File: config.mk
export PLATFORM = sky130hd
export DESIGN_NAME = fetch_ctrl
export DESIGN_NICKNAME = d
export VERILOG_FILES = /design/src/rtl/rv32i_pkg.sv /design/src/rtl/fetch_buffer.sv /design/src/rtl/fetch_ctrl.sv
export SDC_FILE = /design/constraint.sdc
export NUM_CORES = 1
export LEC_CHECK = 0
export BUFFER_PORTS_ARGS = -buffer_cell sky130_fd_sc_hd__buf_2
export CAP_MARGIN = 15
export CORE_ASPECT_RATIO = 1.5
export CORE_MARGIN = 5
export CORE_UTILIZATION = 45
export CTS_CLUSTER_DIAMETER = 50
export DETAILED_ROUTE_END_ITERATION = 8
export PLACE_DENSITY_LB_ADDON = 0.15
export REMOVE_ABC_BUFFERS = 1
export SYNTH_ARGS = -nofsm -noshare
export SYNTH_HDL_FRONTEND = slang
export SYNTH_SLANG_ARGS = --single-unit
File: constraint.sdc
create_clock -name clk -period 9.25 [get_ports clk]
set_input_delay 1.85 -clock clk [delete_from_list [all_inputs] [get_ports clk]]
set_output_delay 1.85 -clock clk [all_outputs]
set_load 0.05 [all_outputs]
File: src/rtl/rv32i_pkg.sv
// -----------------------------------------------------------------------------
// rv32i_pkg
// Shared definitions for the RV32I fetch front end: datapath width, the
// default reset PC, the fetch controller state encoding and the canonical NOP.
// -----------------------------------------------------------------------------
package rv32i_pkg;

    localparam int               XLEN             = 32;
    localparam logic [XLEN-1:0]  RESET_PC_DEFAULT = 32'h0000_0000;
    localparam logic [XLEN-1:0]  INSTR_NOP        = 32'h0000_0013;  // addi x0, x0, 0

    typedef enum logic [1:0] {
        BOOT,
        FETCH,
        HOLD
    } fetch_state_e;

    // Instruction fetches are always word aligned; the low two bits of any
    // computed target are simply dropped.
    function automatic logic [XLEN-1:0] word_align(input logic [XLEN-1:0] addr);
        return {addr[XLEN-1:2], 2'b00};
    endfunction

endpackage

File: src/rtl/fetch_buffer.sv
// -----------------------------------------------------------------------------
// fetch_buffer
// Small synchronous FIFO used twice by the fetch controller: as the
// instruction buffer ({pc, instr}) and as the in-flight address queue.
//
// Ports:
//   clk, rst    clock, asynchronous active-high reset
//   push        write push_data at the tail (accepted when not full, or when
//               a pop happens in the same cycle)
//   push_data   entry to write
//   pop         remove the head entry (ignored when empty)
//   flush       discard all entries; wins over push and pop
//   head_data   entry at the head (undefined when empty)
//   count       number of stored entries, 0..DEPTH
//   full/empty  occupancy flags
// -----------------------------------------------------------------------------
module fetch_buffer #(
    parameter int DEPTH = 2,
    parameter int WIDTH = 64
) (
    input  logic                     clk,
    input  logic                     rst,
    input  logic                     push,
    input  logic [WIDTH-1:0]         push_data,
    input  logic                     pop,
    input  logic                     flush,
    output logic [WIDTH-1:0]         head_data,
    output logic [$clog2(DEPTH):0]   count,
    output logic                     full,
    output logic                     empty
);

    localparam int PW = $clog2(DEPTH);
    localparam int CW = PW + 1;

    logic [WIDTH-1:0] mem [DEPTH];
    logic [PW-1:0]    rd_ptr;
    logic [PW-1:0]    wr_ptr;
    logic [CW-1:0]    cnt;
    logic             do_push;
    logic             do_pop;

    assign full    = (cnt == CW'(DEPTH));
    assign empty   = (cnt == '0);
    assign do_pop  = pop && !empty;
    // A push at full is legal only because the head leaves in the same cycle.
    assign do_push = push && (!full || do_pop);

    // NOTE: sequential state uses non-blocking assignments so every register
    // samples the pre-edge values of its neighbours, independent of block order.
    always_ff @(posedge clk or posedge rst) begin
        if (rst) begin
            rd_ptr <= '0;
            wr_ptr <= '0;
            cnt    <= '0;
        end else if (flush) begin
            rd_ptr <= '0;
            wr_ptr <= '0;
            cnt    <= '0;
        end else begin
            if (do_push) wr_ptr <= wr_ptr + PW'(1);
            if (do_pop)  rd_ptr <= rd_ptr + PW'(1);
            cnt <= cnt + CW'(do_push) - CW'(do_pop);
        end
    end

    // NOTE: the storage array is deliberately not reset; cnt/pointers define
    // which entries are meaningful, so resetting the data would only add cost.
    always_ff @(posedge clk) begin
        if (do_push && !flush) begin
            mem[wr_ptr] <= push_data;
        end
    end

    assign head_data = mem[rd_ptr];
    assign count     = cnt;

endmodule

File: src/rtl/fetch_ctrl.sv
// -----------------------------------------------------------------------------
// fetch_ctrl
// Sequences the PC against a request/grant/response instruction-memory port.
// Issues in-order word fetches, keeps a credit count so that every response
// has a guaranteed buffer slot, discards stale responses after a redirect and
// stays off the port while a load/store owns it.
//
// Ports:
//   clk, rst          clock, asynchronous active-high reset
//   redirect_i        taken branch / jal / jalr resolved this cycle
//   redirect_addr_i   redirect target; bits [1:0] ignored
//   mem_busy_i        load/store owns the memory port
//   imem_req_o        fetch request
//   imem_addr_o       fetch address (word aligned)
//   imem_gnt_i        request accepted this cycle
//   imem_rvalid_i     response valid (responses return in request order)
//   imem_rdata_i      instruction word
//   instr_valid_o     buffered instruction available to decode
//   instr_o           instruction at buffer head (0 when invalid)
//   instr_pc_o        address of instr_o (0 when invalid)
//   instr_ready_i     decode consumes the head when valid and ready
// -----------------------------------------------------------------------------
module fetch_ctrl
    import rv32i_pkg::*;
#(
    parameter int              DEPTH    = 2,
    parameter logic [XLEN-1:0] RESET_PC = RESET_PC_DEFAULT
) (
    input  logic            clk,
    input  logic            rst,
    input  logic            redirect_i,
    input  logic [XLEN-1:0] redirect_addr_i,
    input  logic            mem_busy_i,
    output logic            imem_req_o,
    output logic [XLEN-1:0] imem_addr_o,
    input  logic            imem_gnt_i,
    input  logic            imem_rvalid_i,
    input  logic [XLEN-1:0] imem_rdata_i,
    output logic            instr_valid_o,
    output logic [XLEN-1:0] instr_o,
    output logic [XLEN-1:0] instr_pc_o,
    input  logic            instr_ready_i
);

    localparam int CW = $clog2(DEPTH) + 1;

    fetch_state_e    state_q, state_d;
    logic [XLEN-1:0] pc_q;
    logic [CW-1:0]   live_cnt;   // granted requests whose data will be kept
    logic [CW-1:0]   drop_cnt;   // granted requests whose data will be discarded
    logic            req_pending_q;

    logic            redirect;
    logic            credit_ok;
    logic [CW+1:0]   in_flight;
    logic            grant;
    logic            rsp_any;
    logic            rsp_drop;
    logic            rsp_live;

    logic [XLEN-1:0] aq_head;
    logic [CW-1:0]   aq_count;
    logic            aq_full, aq_empty;
    logic            aq_push;

    logic [2*XLEN-1:0] ib_head;
    logic [CW-1:0]     ib_count;
    logic              ib_full, ib_empty;
    logic              ib_push, ib_pop;

    // Redirects arriving during the boot cycle have nothing to cancel.
    assign redirect = redirect_i && (state_q != BOOT);

    // Every request ever granted must have a slot waiting in the instruction
    // buffer, so dropped and buffered entries both consume credit.
    assign in_flight  = (CW+2)'(live_cnt) + (CW+2)'(drop_cnt) + (CW+2)'(ib_count);
    assign credit_ok  = (in_flight < (CW+2)'(DEPTH));
    assign imem_req_o = (state_q == FETCH) && !mem_busy_i && credit_ok;
    assign imem_addr_o = pc_q;
    assign grant      = imem_req_o && imem_gnt_i;

    // A response with nothing outstanding is ignored (and flagged below).
    assign rsp_any  = imem_rvalid_i && ((live_cnt != '0) || (drop_cnt != '0));
    assign rsp_drop = rsp_any && (drop_cnt != '0);
    assign rsp_live = rsp_any && (drop_cnt == '0);

    // ------------------------------------------------------------------ FSM
    always_ff @(posedge clk or posedge rst) begin
        if (rst) begin
            state_q <= BOOT;
        end else begin
            state_q <= state_d;
        end
    end

    // NOTE: state_d gets a default before the case so no path leaves it
    // unassigned, which would otherwise infer a latch.
    always_comb begin
        state_d = state_q;
        case (state_q)
            BOOT:  state_d = FETCH;
            FETCH: begin
                if (redirect) begin
                    state_d = FETCH;
                end else if (mem_busy_i && !req_pending_q) begin
                    state_d = HOLD;
                end
            end
            HOLD: begin
                if (redirect || !mem_busy_i) begin
                    state_d = FETCH;
                end
            end
            default: state_d = BOOT;
        endcase
    end

    // -------------------------------------------------------- PC / counters
    always_ff @(posedge clk or posedge rst) begin
        if (rst) begin
            pc_q          <= RESET_PC;
            live_cnt      <= '0;
            drop_cnt      <= '0;
            req_pending_q <= 1'b0;
        end else begin
            // A request left hanging without grant keeps FETCH from sliding
            // into HOLD until it has been withdrawn.
            req_pending_q <= imem_req_o && !imem_gnt_i && !redirect;
            if (redirect) begin
                pc_q     <= word_align(redirect_addr_i);
                live_cnt <= '0;
                // Everything still outstanding, including a grant taken this
                // cycle, becomes stale; a response arriving now is already gone.
                drop_cnt <= drop_cnt + live_cnt + CW'(grant) - CW'(rsp_any);
            end else begin
                if (grant) pc_q <= pc_q + 32'd4;
                live_cnt <= live_cnt + CW'(grant) - CW'(rsp_live);
                drop_cnt <= drop_cnt - CW'(rsp_drop);
            end
        end
    end

    // ------------------------------------------------ address queue (PCs)
    assign aq_push = grant && !redirect;

    fetch_buffer #(
        .DEPTH (DEPTH),
        .WIDTH (XLEN)
    ) u_addr_q (
        .clk       (clk),
        .rst       (rst),
        .push      (aq_push),
        .push_data (pc_q),
        .pop       (rsp_live),
        .flush     (redirect),
        .head_data (aq_head),
        .count     (aq_count),
        .full      (aq_full),
        .empty     (aq_empty)
    );

    // -------------------------------------------------- instruction buffer
    assign ib_push = rsp_live && !redirect;
    assign ib_pop  = instr_valid_o && instr_ready_i;

    fetch_buffer #(
        .DEPTH (DEPTH),
        .WIDTH (2 * XLEN)
    ) u_instr_buf (
        .clk       (clk),
        .rst       (rst),
        .push      (ib_push),
        .push_data ({aq_head, imem_rdata_i}),
        .pop       (ib_pop),
        .flush     (redirect),
        .head_data (ib_head),
        .count     (ib_count),
        .full      (ib_full),
        .empty     (ib_empty)
    );

    assign instr_valid_o = !ib_empty;
    assign instr_o       = instr_valid_o ? ib_head[XLEN-1:0]      : '0;
    assign instr_pc_o    = instr_valid_o ? ib_head[2*XLEN-1:XLEN] : '0;

    // ----------------------------------------------------------- invariants
    a_rvalid_expected: assert property (@(posedge clk) disable iff (rst)
        imem_rvalid_i |-> ((live_cnt != '0) || (drop_cnt != '0)));

    a_aq_tracks_live: assert property (@(posedge clk) disable iff (rst)
        (aq_count == live_cnt) && (aq_empty == (live_cnt == '0)));

    a_aq_no_overflow: assert property (@(posedge clk) disable iff (rst)
        aq_push |-> (!aq_full || rsp_live));

    a_ib_no_overflow: assert property (@(posedge clk) disable iff (rst)
        ib_push |-> (!ib_full || ib_pop));

endmodule

==> results.cfg <==
[yosys]
async_flop_share_pct = 19.7
synth_area_um2 = 9590
ys_types = 45
ys_seq_elements = 229
yosysMostFrequentCell = edfxtp_1
synthTopCellsByCount = 184 x edfxtp_1, 98 x nor2_1, 65 x mux2i_1, 45 x dfrtp_1, 30 x mux2_2
synth_top_area_share_pct = 57.6
synth_compound_area_share_pct = 4.07
synthSimpleGateAreaFrac_pct = 9.91
synth_top_family_by_area = multiplexers
syn_avg_cell_area_um2 = 14.4
synth_cells = 664
yosys_warnings = 0
synth_top_cell_by_area = edfxtp_1
synth_fa_ha_area_share_pct = 1.98
synth_xor_area_share_pct = 1.74
synthFlopType = edfxtp_1
yosysSeqAreaShare_pct = 69.4
ys_top_cells_by_area = edfxtp_1 58%, dfrtp_1 12%, mux2i_1 6.8%
synth_edf_count = 184
synth.mux.area_fraction_pct = 10.3

[clock_network]
clockRootBuffer = clkbuf_16
path_clk_slew_ps = 60
cts_resized = 0
numCtsBuffers = 23
clkLatencyLatePin_ps = 490
cts_tree = done
post_cts_buffers = 0
ctsHtreeMaxLevel = 1
ctsHoldBuffers = 0
cts_buffer_depth = 3
cts_sinks = 229

[floorplan]
initial_core_util_pct = 45.7
core.rowCount = 65
dieArea_um2 = 24400
core_area_um2 = 21000
die_h_um = 189
fp.dieW_um = 129
io_pins = 169

[place]
port-buffer-count = 162
globalplace.congestion = 0.735
dp_hpwl_um = 12900

[worst_setup_path]
cpPeakStageDelay_ps = 480
cp.depth = 4
cp.arrival_ps = 2910
cp_max_fo = 9
cp_num_buf_inv = 2
cp_cell_sequence = buf_2, and4bb_1, and2_1, buf_2
path_class = in -> out
critPathCapture = imem_req_o
rr_worst_depth = 8
regToRegSetupSlack_ps = 5390
cp-end-kind = primary output
timing.rr.start = live_cnt[1]
crit_top_cell = buf_2
rr_endpoint = u_addr_q.mem[0][16]
cp-startpoint = mem_busy_i
setup.worst_path.start_class = input pin
cp.required_ps = 7400
cp_top_family = simple AND/OR/NAND/NOR gates
crit_path_top_delay_cell = and4bb_1

[global_route]
grt_overflow_total = 0
grt_use_total_pct = 16.7
grt_max_degree = 64
busiest_layer = met2
use_met1_pct = 19.1
use_met2_pct = 31.6
grt_pass1_vias = 6205
grt_pass1_wl_um = 32300
grt_antenna_before_repair = 0
met3_usage_pct = 2.47

[outcome]
status = finished, final reports clean

[power_and_ir_drop]
sequentialPowerShare_pct = 39.8
leakage_nw = 4.31
switchingPower_mw = 1.48
clock_power_share_pct = 23.7
p_comb_share_pct = 36.5
power.density_nw_per_um2 = 314
fin_total_pwr_mw = 3.56
ir_drop_v = 0.000160
netSwitchingFraction_pct = 41.6
p_int_mw = 2.08

[route]
drt_first_pass_iters = 4
drt-total-wl_um = 20200
drtAntennaViolNets = 0
routed_via_density = 5.22
drtIter0Drc = 240
vias = 5772
wl_per_cell_um = 18.3
drc = 0

[timing]
min_period_over_period_pct = 51.5
tightest_slew_ps = 1150
min_period_ps = 4760
relSlewSlack_pct = 23.1
rsz0062_at_grt = no
maxSlewViolCount = 0
setup_violations = 0
skew_ps = 7.14
setup_tns_ps = 0
fin_hold_ws_ps = 549
finalHoldViolations = 0
max_freq_mhz = 210

[cells_and_area]
drive_above_1_share_pct = 29.0
layout.nets = 906
diodes = 0
area_delta_synth_final_pct = 18.3
fin_util_pct = 54.1

[run]
maxCapViolCount = 0

[worst_hold_path]
hold_path.class = reg -> reg
## sequential cells by signal (all words and copies together) (netlist names), 2 cells and up
register	flops
u_instr_buf.mem	124
u_addr_q.mem	60
imem_addr_o	30
drop_cnt	2
live_cnt	2
state_q	2
u_addr_q.count	2
u_instr_buf.count	2
## worst register-to-register path, stage by stage (launching register included)
cell      delay [ps]
dfrtp_1          380
inv_1            100
fa_1             540
inv_1             40
ha_1             180
and4bb_1         500
nand3_1          340
nor3_1           490
nor2b_4          890
## routing by layer
layer / part of all wire [%] / vias up
li1: - / 2780
met1: 38 / 2811
met2: 55 / 149
met3: 5.1 / 32
met4: 2.4 / 0
met5: 0 / -
## power groups by stage
stage                     Clock [mW]  Combinational, mW  Sequential [mW]
after global placement             0               1.29             1.43
after floorplan                    0              0.891             1.52
after CTS                      0.867               1.32             1.42
after detailed placement           0               1.32             1.44
final                          0.842               1.30             1.42
after global routing           0.910               1.40             1.44
## cells in the final DEF (no fill, tap or decap), drive strengths merged, types with 8 or more instances in the layout
| cell type | Yosys | layout |
|---|---|---|
| clkinv | 0 | 9 |
| nand4 | 11 | 11 |
| or4 | 16 | 16 |
| and4 | 8 | 8 |
| nand3 | 10 | 10 |
| ha | 12 | 12 |
| and2 | 10 | 10 |
| mux2 | 30 | 30 |
| xor2 | 9 | 9 |
| nand2 | 18 | 18 |
| xnor2 | 10 | 10 |
| edfxtp | 184 | 184 |
| inv | 18 | 19 |
| buf | 19 | 167 |
| o31ai | 15 | 15 |
| clkbuf | 19 | 29 |
| mux2i | 65 | 65 |
| o21ai | 17 | 17 |
| dfrtp | 45 | 45 |
| a31oi | 21 | 21 |
| nor2 | 99 | 99 |
## stage by stage
step	instances	area (um2)	worst slack (ps)
6_report	1105	11300	4490
5_1_grt	1105	11300	4420
4_1_cts	1104	11300	4480
3_5_place_dp	1063	10600	4490
3_3_place_gp	1063	10600	4510
2_1_floorplan	629	9420	2680
## logic make-up after synthesis
| group | Yosys count |
|---|---|
| compound gates | 61 |
| buf+inv | 56 |
| simple gates | 189 |
| fa+ha+maj | 14 |
| other cells | 1 |
| mux | 95 |
| xor+xnor | 19 |
| flops | 229 |
## layout make-up
cell class	count	area (um2)
flip-flops and latches	229	6660
clock buffers	29	618
repair buffers	167	861
inverters	18	67.6
well taps	268	335
clock inverters	12	67.6
multi-input cells	382	2740
fillers	1794	9640
## how the worst min path moves through the flow
stage,end,slack [ps],depth (start not counted),start
final,u_addr_q.wr_ptr,550,1,u_addr_q.wr_ptr
after global routing,u_instr_buf.mem[1][57],570,1,u_addr_q.mem[0][25]
after CTS,u_addr_q.wr_ptr,550,1,u_addr_q.wr_ptr
after detailed placement,u_addr_q.mem[0][20],540,0,imem_addr_o[20]
after global placement,u_addr_q.mem[1][31],520,0,imem_addr_o[31]
after floorplan,u_addr_q.wr_ptr,460,1,u_addr_q.wr_ptr
(Power assumes the default switching activity.)
